--- config.mk ---
export PLATFORM = sky130hd
export DESIGN_NAME = dcsk_tx_core
export DESIGN_NICKNAME = d
export VERILOG_FILES = /design/src/rtl/dcsk_tx_core.sv
export SDC_FILE = /design/constraint.sdc
export NUM_CORES = 1
export LEC_CHECK = 0
export ABC_CLOCK_PERIOD_IN_PS = 3700
export BUFFER_PORTS_ARGS = -buffer_cell sky130_fd_sc_hd__buf_4
export CORE_MARGIN = 5
export CORE_UTILIZATION = 53
export DETAILED_ROUTE_END_ITERATION = 7
export PLACE_DENSITY = 0.76
export RECOVER_POWER = 50
export SLEW_MARGIN = 15
export SYNTH_ARGS = -nofsm -noshare
export SYNTH_HDL_FRONTEND = slang
export SYNTH_SLANG_ARGS = --single-unit
export TNS_END_PERCENT = 100
--- constraint.sdc ---
create_clock -name i_clk -period 3.7 [get_ports i_clk]
set_input_delay 0.37 -clock i_clk [delete_from_list [all_inputs] [get_ports i_clk]]
set_output_delay 0.37 -clock i_clk [all_outputs]
set_load 0.05 [all_outputs]
--- src/rtl/dcsk_tx_core.sv ---
// DCSK transmitter: LFSR chaos source, one-deep message slot, REF/DATA frame FSM.
// Each message bit is sent as SF reference chips followed by SF data chips.
module dcsk_tx_core #(
    parameter int                MSG_W  = 32,
    parameter int                SF_W   = 5,
    parameter int                LFSR_W = 16,
    parameter logic [LFSR_W-1:0] POLY   = 16'hB400
) (
    input  logic                       i_clk,
    input  logic                       i_arst_n,
    input  logic [LFSR_W-1:0]          i_seed,
    input  logic                       i_load_seed,
    input  logic [SF_W-1:0]            i_sf,
    input  logic                       i_msb_first,
    input  logic [MSG_W-1:0]           i_msg,
    input  logic                       i_msg_valid,
    output logic                       o_msg_ready,
    output logic                       o_tx,
    output logic                       o_tx_valid,
    output logic                       o_frame_half,
    output logic [$clog2(MSG_W+1)-1:0] o_bit_idx,
    output logic                       o_is_sending
);
    localparam int BI_W  = $clog2(MSG_W + 1);
    localparam int DEPTH = (1 << SF_W) - 1;

    typedef enum logic [1:0] {
        ST_IDLE,
        ST_REF,
        ST_DATA
    } state_t;

    state_t            state_reg, state_next;
    logic [SF_W-1:0]   chip_reg, chip_next;
    logic [BI_W-1:0]   bit_reg, bit_next;
    logic [LFSR_W-1:0] lfsr_reg, lfsr_adv;

    logic              slot_full_reg;
    logic [MSG_W-1:0]  slot_msg_reg;
    logic [MSG_W-1:0]  slot_msg_rev;
    logic [SF_W-1:0]   slot_sf_reg;
    logic              slot_msb_reg;

    // Active message is stored already in transmission order, so bit_reg indexes it directly.
    logic [MSG_W-1:0]  act_msg_reg;
    logic [SF_W-1:0]   act_sf_reg;

    logic              tx_reg;
    logic              tx_valid_reg;
    logic              half_reg;
    logic [BI_W-1:0]   bit_idx_out_reg;

    logic              ref_buf [0:DEPTH-1];

    logic              accept;
    logic              promote;
    logic              last_chip;
    logic              last_bit;
    logic              cur_bit;

    genvar gi;
    generate
        for (gi = 0; gi < MSG_W; gi++) begin : g_rev
            assign slot_msg_rev[gi] = slot_msg_reg[MSG_W-1-gi];
        end
    endgenerate

    assign accept    = i_msg_valid & ~slot_full_reg;
    assign last_chip = (chip_reg == act_sf_reg - SF_W'(1));
    assign last_bit  = (bit_reg == BI_W'(MSG_W - 1));
    assign lfsr_adv  = (lfsr_reg >> 1) ^ (lfsr_reg[0] ? POLY : '0);

    always_comb begin
        cur_bit = 1'b0;
        for (int i = 0; i < MSG_W; i++) begin
            if (bit_reg == BI_W'(i)) begin
                cur_bit = act_msg_reg[i];
            end
        end
    end

    always_comb begin
        state_next = state_reg;
        chip_next  = chip_reg;
        bit_next   = bit_reg;
        promote    = 1'b0;
        case (state_reg)
            ST_IDLE: begin
                if (slot_full_reg) begin
                    promote    = 1'b1;
                    state_next = ST_REF;
                    chip_next  = '0;
                    bit_next   = '0;
                end
            end
            ST_REF: begin
                if (last_chip) begin
                    chip_next  = '0;
                    state_next = ST_DATA;
                end else begin
                    chip_next = chip_reg + SF_W'(1);
                end
            end
            ST_DATA: begin
                if (last_chip) begin
                    chip_next = '0;
                    if (!last_bit) begin
                        bit_next   = bit_reg + BI_W'(1);
                        state_next = ST_REF;
                    end else if (slot_full_reg) begin
                        // Chain straight into the next message without an idle cycle.
                        promote    = 1'b1;
                        bit_next   = '0;
                        state_next = ST_REF;
                    end else begin
                        bit_next   = '0;
                        state_next = ST_IDLE;
                    end
                end else begin
                    chip_next = chip_reg + SF_W'(1);
                end
            end
            default: begin
                state_next = ST_IDLE;
                chip_next  = '0;
                bit_next   = '0;
            end
        endcase
    end

    always_ff @(posedge i_clk) begin
        if (!i_arst_n) begin
            state_reg       <= ST_IDLE;
            chip_reg        <= '0;
            bit_reg         <= '0;
            lfsr_reg        <= LFSR_W'(1);
            slot_full_reg   <= 1'b0;
            tx_reg          <= 1'b0;
            tx_valid_reg    <= 1'b0;
            half_reg        <= 1'b0;
            bit_idx_out_reg <= '0;
        end else begin
            state_reg <= state_next;
            chip_reg  <= chip_next;
            bit_reg   <= bit_next;

            if (accept) begin
                slot_full_reg <= 1'b1;
            end else if (promote) begin
                slot_full_reg <= 1'b0;
            end

            if (state_reg == ST_IDLE && i_load_seed) begin
                lfsr_reg <= (i_seed == '0) ? LFSR_W'(1) : i_seed;
            end else if (state_reg == ST_REF) begin
                lfsr_reg <= lfsr_adv;
            end

            case (state_reg)
                ST_REF: begin
                    tx_reg          <= lfsr_reg[0];
                    tx_valid_reg    <= 1'b1;
                    half_reg        <= 1'b0;
                    bit_idx_out_reg <= bit_reg;
                end
                ST_DATA: begin
                    tx_reg          <= ref_buf[chip_reg] ~^ cur_bit;
                    tx_valid_reg    <= 1'b1;
                    half_reg        <= 1'b1;
                    bit_idx_out_reg <= bit_reg;
                end
                default: begin
                    tx_reg          <= 1'b0;
                    tx_valid_reg    <= 1'b0;
                    half_reg        <= 1'b0;
                    bit_idx_out_reg <= '0;
                end
            endcase
        end
    end

    // Payload registers need no reset: they are only consumed behind slot_full_reg / FSM state.
    always_ff @(posedge i_clk) begin
        if (accept) begin
            slot_msg_reg <= i_msg;
            slot_sf_reg  <= (i_sf == '0) ? SF_W'(1) : i_sf;
            slot_msb_reg <= i_msb_first;
        end
        if (promote) begin
            act_msg_reg <= slot_msb_reg ? slot_msg_rev : slot_msg_reg;
            act_sf_reg  <= slot_sf_reg;
        end
    end

    always_ff @(posedge i_clk) begin
        if (state_reg == ST_REF) begin
            ref_buf[chip_reg] <= lfsr_reg[0];
        end
    end

    assign o_msg_ready  = ~slot_full_reg;
    assign o_tx         = tx_reg;
    assign o_tx_valid   = tx_valid_reg;
    assign o_frame_half = half_reg;
    assign o_bit_idx    = bit_idx_out_reg;
    assign o_is_sending = (state_reg != ST_IDLE);

endmodule

==> results.py, run 1 <==
metrics = {
    "logic_synthesis": {
        "ys_async_sr_fraction_pct": 0,
        "synth_edf_count": 106,
        "synth_flop_cell": "edfxtp_1",
        "synthesis.area_sq_um": 6865,
        "synth-simple-area-share_pct": 12.98,
        "synth_compound_area_share_pct": 10.88,
        "synth_cell_types": 68,
        "yosysWarnings": 0,
        "synthXorXnorAreaFrac_pct": 1.276,
        "synth_fa_ha_area_share_pct": 2.369,
        "syn_inst": 555,
        "synth.area.mux_share_pct": 9.750,
        "syn_nets": 626,
        "synth_top_family_by_area": "simple AND/OR/NAND/NOR gates",
        "ys_seq_elements": 150,
        "synth_seq_area_share_pct": 59.19,
        "avgSynthCellArea_sq_um": 12.37,
    },
    "layout": {
        "layout.nets": 682,
        "final_common_cell": "edfxtp_1",
        "drive_gt1_share_pct": 17.79,
        "layout_common_cells": "edfxtp_1 (106), dfxtp_1 (44), nor2_1 (43)",
        "final_core_util_pct": 63.45,
        "areaGrowthSynthToFinish_pct": 17.11,
        "fin_cells": 796,
        "diodes": 0,
        "design_area_sq_um": 8040,
        "multi_input_area_sq_um": 2571,
        "register_area_sq_um": 4064,
        "fill_cells": 1002,
    },
    "cts": {
        "cts_resized": 0,
        "clkLatencyLatePin_ps": 420,
        "cts_setup_buffers": 0,
        "cts_buffers": 17,
        "clock_path_buffers": 2,
        "holdBufCountCts": 0,
        "cts-htree-levels": 4,
        "cts_tree": "done",
        "cts.clk_slew.worst_paths_ps": 60,
        "cts_sinks": 150,
        "root_buffer": "clkbuf_16",
    },
    "detailed_routing": {
        "num_vias": 4555,
        "dr.pass1.iters": 5,
        "ant_nets": 0,
        "drt_iter0_markers": 345,
        "via_per_inst": 5.722,
        "wl_per_cell_um": 17.86,
        "drc": 0,
        "drt_wl_total_mm": 14.22,
    },
    "grt": {
        "antenna_found_initial": 0,
        "first_global_vias": 4533,
        "grt_max_degree": 40,
        "grt_usage_pct": 19.75,
        "grt_pass1_wl_mm": 23.00,
        "overflow": 0,
    },
    "critical_path": {
        "slowest_delay_ps": 450,
        "critPathBufInv": 1,
        "critPathTopFamily": "compound AO/OA/AOI/OAI gates",
        "crit_type": "reg2reg",
        "r2r-end": "o_tx$_SDFF_PN0_",
        "cp-end-kind": "flop",
        "r2r_slack_ps": 1010,
        "slowest_stage": "dfxtp_1",
        "path_max_fanout": 20,
        "timing.rr.start": "bit_reg[0]$_SDFFE_PN0P_",
        "crit_path_cell_trace": "inv_1 -> ha_1 -> or2_4 -> o311ai_4 -> o221ai_2 -> a311o_1 -> a2111o_1 -> nand3_1",
        "required_ps": 4060,
        "critPathCapture": "o_tx$_SDFF_PN0_",
        "worstPathArrival_ps": 3050,
        "reg2regPathDepth": 8,
        "cp-start-kind": "flop",
        "cp_num_cells": 8,
        "setup.worst_path.start": "bit_reg[0]$_SDFFE_PN0P_",
    },
    "status": {
        "outcome": "finished, violations left",
        "violations": "capacitance limit, slew limit",
    },
    "floorplan": {
        "io_pins": 69,
        "die_h_um": 123.8,
        "fp.coreArea_sq_um": 12670,
        "initial_core_util_pct": 54.18,
        "dieArea_sq_um": 15330,
        "die_w_um": 123.8,
        "row_count": 41,
    },
    "flow_run": {
        "cap_violations": 1,
    },
    "placement": {
        "gp_congestion": 0.9496,
        "dp_hpwl_mm": 10.00,
        "placed_cells": 763,
        "dpl-instance-area_sq_um": 7471,
        "place.port_buffers": 68,
    },
    "sta": {
        "tightest_slew_ps": 1811,
        "skew_ps": 10.31,
        "min_period_over_period_pct": 72.67,
        "rsz0062_at_grt": "false",
        "setup_viol": 0,
        "slew_headroom_pct": -21.26,
        "max_freq_mhz": 371.9,
        "period_minus_slack_ps": 2689,
        "slew_viol_final": 40,
        "final_hold_viol_count": 0,
        "tns_ps": 0,
    },
    "hold_path": {
        "hold_class": "in2reg",
    },
    "power": {
        "leakage_nw": 2.777,
        "p_per_area_nw_per_um2": 526.9,
        "power.total_mw": 4.237,
        "ir_drop_mv": 0.3525,
    },
}
synth_stat cells, drive strengths merged, types with 6 or more instances:
library cell	number	share of area (%)
edfxtp	106	46
dfxtp	44	13
nor2	43	2.4
mux2	35	5.7
nand2	30	1.6
inv	23	1.3
clkbuf	21	1.1
a211oi	18	2.0
a21oi	17	1.2
nand3	15	1.1
nor3	15	1.2
mux2i	14	2.0
buf	13	1.1
ha	13	2.4
nand2b	10	0.91
nand3b	9	0.98
nor2b	9	0.82
and3	8	0.73
nor3b	8	0.87
o21a	8	0.87
o21ai	8	0.58
or3	7	0.64
mux4	6	2.0
xnor2	6	0.77
power by group:
group	switching (mW)	internal (mW)	leakage, nW
clock network	0.640	1.12	0.294
logic	0.270	0.186	1.14
registers	0.0813	1.94	1.34
total	0.991	3.25	2.78
per-stage QoR:
stage	hold slack, ps	worst slack, ps
final	146.2	1011
after global routing	127.1	813.8
after CTS	109.9	1021
after detailed placement	412.3	1035
after global placement	410.4	1152
after floorplan	400.3	22.86
final cells by class:
class | count | share of cell area, %
sequential | 150 | 50.54
multi-input combinational | 347 | 31.98
timing repair buffer | 71 | 6.069
clock buffer | 19 | 5.384
tap | 172 | 2.677
clock inverter | 13 | 2.225
inverter | 24 | 1.120
metal layers:
| layer | vias to the layer above | track usage (%) | part of all wire (%) |
|---|---|---|---|
| li1 | 2188 | - | - |
| met1 | 2175 | 24.80 | 42 |
| met2 | 164 | 32.54 | 49 |
| met3 | 28 | 4.632 | 6.1 |
| met4 | 0 | 8.927 | 2.3 |
| met5 | - | 0 | 0 |
cell families (layout without fill, tap and decap cells):
logic type,after synthesis,in the layout
AOI/OAI and AO/OA,99,99
xor gates and xnor gates,10,10
adders and majority gates,13,13
buffers and inverters,58,127
DFF,150,150
muxes,55,55
and+or+nand+nor,170,170
worst min-delay path by stage:
| stage | startpoint | endpoint | slack, ps | cells past startpoint |
|---|---|---|---|---|
| 2_1_floorplan | slot_sf_reg[0]$_SDFFCE_PN1P_ | act_sf_reg[0]$_DFFE_PP_ | 400 | 0 |
| 5_1_grt | i_msg[5] | slot_msg_reg[5]$_DFFE_PP_ | 130 | 1 |
| 6_report | i_msg[23] | slot_msg_reg[23]$_DFFE_PP_ | 150 | 1 |
| 3_3_place_gp | slot_sf_reg[0]$_SDFFCE_PN1P_ | act_sf_reg[0]$_DFFE_PP_ | 410 | 0 |
| 3_5_place_dp | slot_sf_reg[0]$_SDFFCE_PN1P_ | act_sf_reg[0]$_DFFE_PP_ | 410 | 0 |
| 4_1_cts | i_msg[5] | slot_msg_reg[5]$_DFFE_PP_ | 110 | 1 |
No activity file was read; power rests on OpenSTA's default activity.
==> run 2, diff against run 1 <==
- ABC_CLOCK_PERIOD_IN_PS: 3700 -> 2800
- CORE_UTILIZATION: 53 -> 59
- PLACE_DENSITY: 0.76 -> 0.8
- clock period: 3.7 -> 2.8 ns (I/O delays scaled with it)
==> results.py, run 2 (synthesis gave the netlist of run 1 again) <==
metrics = {
    "status": {
        "outcome": "finished, violations left",
        "violations": "capacitance limit, slew limit",
    },
    "critical_path": {
        "slowest_delay_ps": 600,
        "cp-start-kind": "flop",
        "r2r-end": "o_tx$_SDFF_PN0_",
        "cp_num_cells": 7,
        "reg2regPathDepth": 7,
        "slowest_stage": "ha_1",
        "required_ps": 3160,
        "critPathBufInv": 0,
        "crit_path_cell_trace": "ha_1 -> nor3b_1 -> o31ai_1 -> a211oi_1 -> a311o_1 -> a2111o_1 -> nand3_1",
        "crit_type": "reg2reg",
        "critPathTopFamily": "compound AO/OA/AOI/OAI gates",
        "cp-end-kind": "flop",
        "r2r_slack_ps": 180,
        "path_max_fanout": 20,
        "worstPathArrival_ps": 2980,
        "timing.rr.start": "bit_reg[0]$_SDFFE_PN0P_",
        "setup.worst_path.start": "bit_reg[0]$_SDFFE_PN0P_",
        "critPathCapture": "o_tx$_SDFF_PN0_",
    },
    "sta": {
        "setup_viol": 0,
        "slew_headroom_pct": -13.10,
        "slew_viol_final": 33,
        "period_minus_slack_ps": 2619,
        "skew_ps": 6.465,
        "rsz0062_at_grt": "false",
        "min_period_over_period_pct": 93.55,
        "final_hold_viol_count": 0,
        "tightest_slew_ps": 1696,
        "tns_ps": 0,
        "hold_ws_ps": 54.15,
        "max_freq_mhz": 381.8,
    },
    "floorplan": {
        "initial_core_util_pct": 60.12,
        "dieArea_sq_um": 13890,
        "fp.coreArea_sq_um": 11420,
        "row_count": 39,
        "die_w_um": 117.9,
        "die_h_um": 117.9,
        "io_pins": 69,
    },
    "flow_run": {
        "cap_violations": 1,
    },
    "placement": {
        "place.port_buffers": 68,
        "dp_hpwl_mm": 9.670,
        "gp_congestion": 0.9850,
        "placed_cells": 744,
    },
    "detailed_routing": {
        "ant_nets": 0,
        "via_per_inst": 5.871,
        "dr.pass1.iters": 5,
        "highest_layer": "met4",
        "drt_iter0_markers": 289,
        "dr_wl_met2_mm": 6.679,
        "num_vias": 4556,
        "routedLengthMet1_mm": 5.744,
        "wl_per_cell_um": 17.41,
        "dr_wl_met3_um": 728,
        "drc": 0,
        "drt_wl_total_mm": 13.51,
    },
    "power": {
        "leakage_nw": 2.822,
        "ir_drop_mv": 0.4754,
        "p_per_area_nw_per_um2": 674.2,
    },
    "cts": {
        "clock_path_buffers": 2,
        "cts_resized": 0,
        "cts.clk_slew.worst_paths_ps": 60,
        "root_buffer": "clkbuf_16",
        "cts_tree": "done",
        "holdBufCountCts": 0,
        "cts_setup_buffers": 0,
        "cts_buffers": 17,
        "cts-htree-levels": 4,
        "clkLatencyLatePin_ps": 420,
        "cts_sinks": 150,
    },
    "layout": {
        "fin_cells": 776,
        "multi_input_area_sq_um": 2576,
        "layout_common_cells": "edfxtp_1 (106), dfxtp_1 (44), nor2_1 (43)",
        "final_common_cell": "edfxtp_1",
        "drive_gt1_share_pct": 19.12,
        "areaGrowthSynthToFinish_pct": 17.22,
        "diodes": 0,
        "register_area_sq_um": 4064,
        "fill_cells": 812,
        "layout.nets": 691,
    },
    "grt": {
        "grt_pass1_wl_mm": 22.92,
        "first_global_vias": 4709,
        "grt_usage_pct": 20.59,
        "overflow": 0,
        "grt_max_degree": 40,
        "antenna_found_initial": 0,
    },
    "hold_path": {
        "hold_class": "in2reg",
    },
}
==> run 2: cell count changes in the layout (fill, tap and decap cells not counted), sizes merged <==
cell,delta
clkbuf,+9
buf,+7
bufinv,-4
clkinv,-2
clkinvlp,-1
==> run 2: layout make-up <==
class                           count  share of cell area, %
Inverter                           24                  1.119
Clock buffer                       26                  6.779
Timing Repair Buffer               80                  6.934
Clock inverter                      6                 0.4353
Sequential cell                   150                  50.50
Tap cell                          143                  2.223
Multi-Input combinational cell    347                  32.01
==> run 2: worst min path at each step <==
stage | from | end | cells after the start
after global placement | slot_sf_reg[0]$_SDFFCE_PN1P_ | act_sf_reg[0]$_DFFE_PP_ | 0
after floorplan | i_msb_first | slot_msb_reg$_DFFE_PP_ | 0
after global routing | i_msg[8] | slot_msg_reg[8]$_DFFE_PP_ | 1
final | i_msg[8] | slot_msg_reg[8]$_DFFE_PP_ | 1
after CTS | i_msg[8] | slot_msg_reg[8]$_DFFE_PP_ | 1
after detailed placement | slot_sf_reg[0]$_SDFFCE_PN1P_ | act_sf_reg[0]$_DFFE_PP_ | 0
==> run 2: through the flow <==
stage | utilization (%) | worst slack (ps) | cell area [sq um] | total power, mW
after floorplan | - | 285.2 | 6877 | 3.096
after global placement | 65.88 | 373.9 | 7522 | 3.303
after detailed placement | 65.88 | 298.8 | 7522 | 3.328
final | 70.48 | 180.6 | 8048 | 5.426
after CTS | 70.96 | 267.2 | 8103 | 5.495
after global routing | 70.48 | 48.59 | 8048 | 5.643
==> run 2: where the power goes <==
| group | switching, mW | total [mW] | internal, mW |
|---|---|---|---|
| clock network | 0.817 | 2.15 | 1.34 |
| registers | 0.0751 | 2.63 | 2.56 |
| logic | 0.378 | 0.638 | 0.261 |
==> run 2: per-layer routing <==
metal	vias up	GRT usage, %
met1	2181	24.73
li1	2207	-
met4	0	9.677
met3	31	5.670
met5	-	0
met2	137	34.37
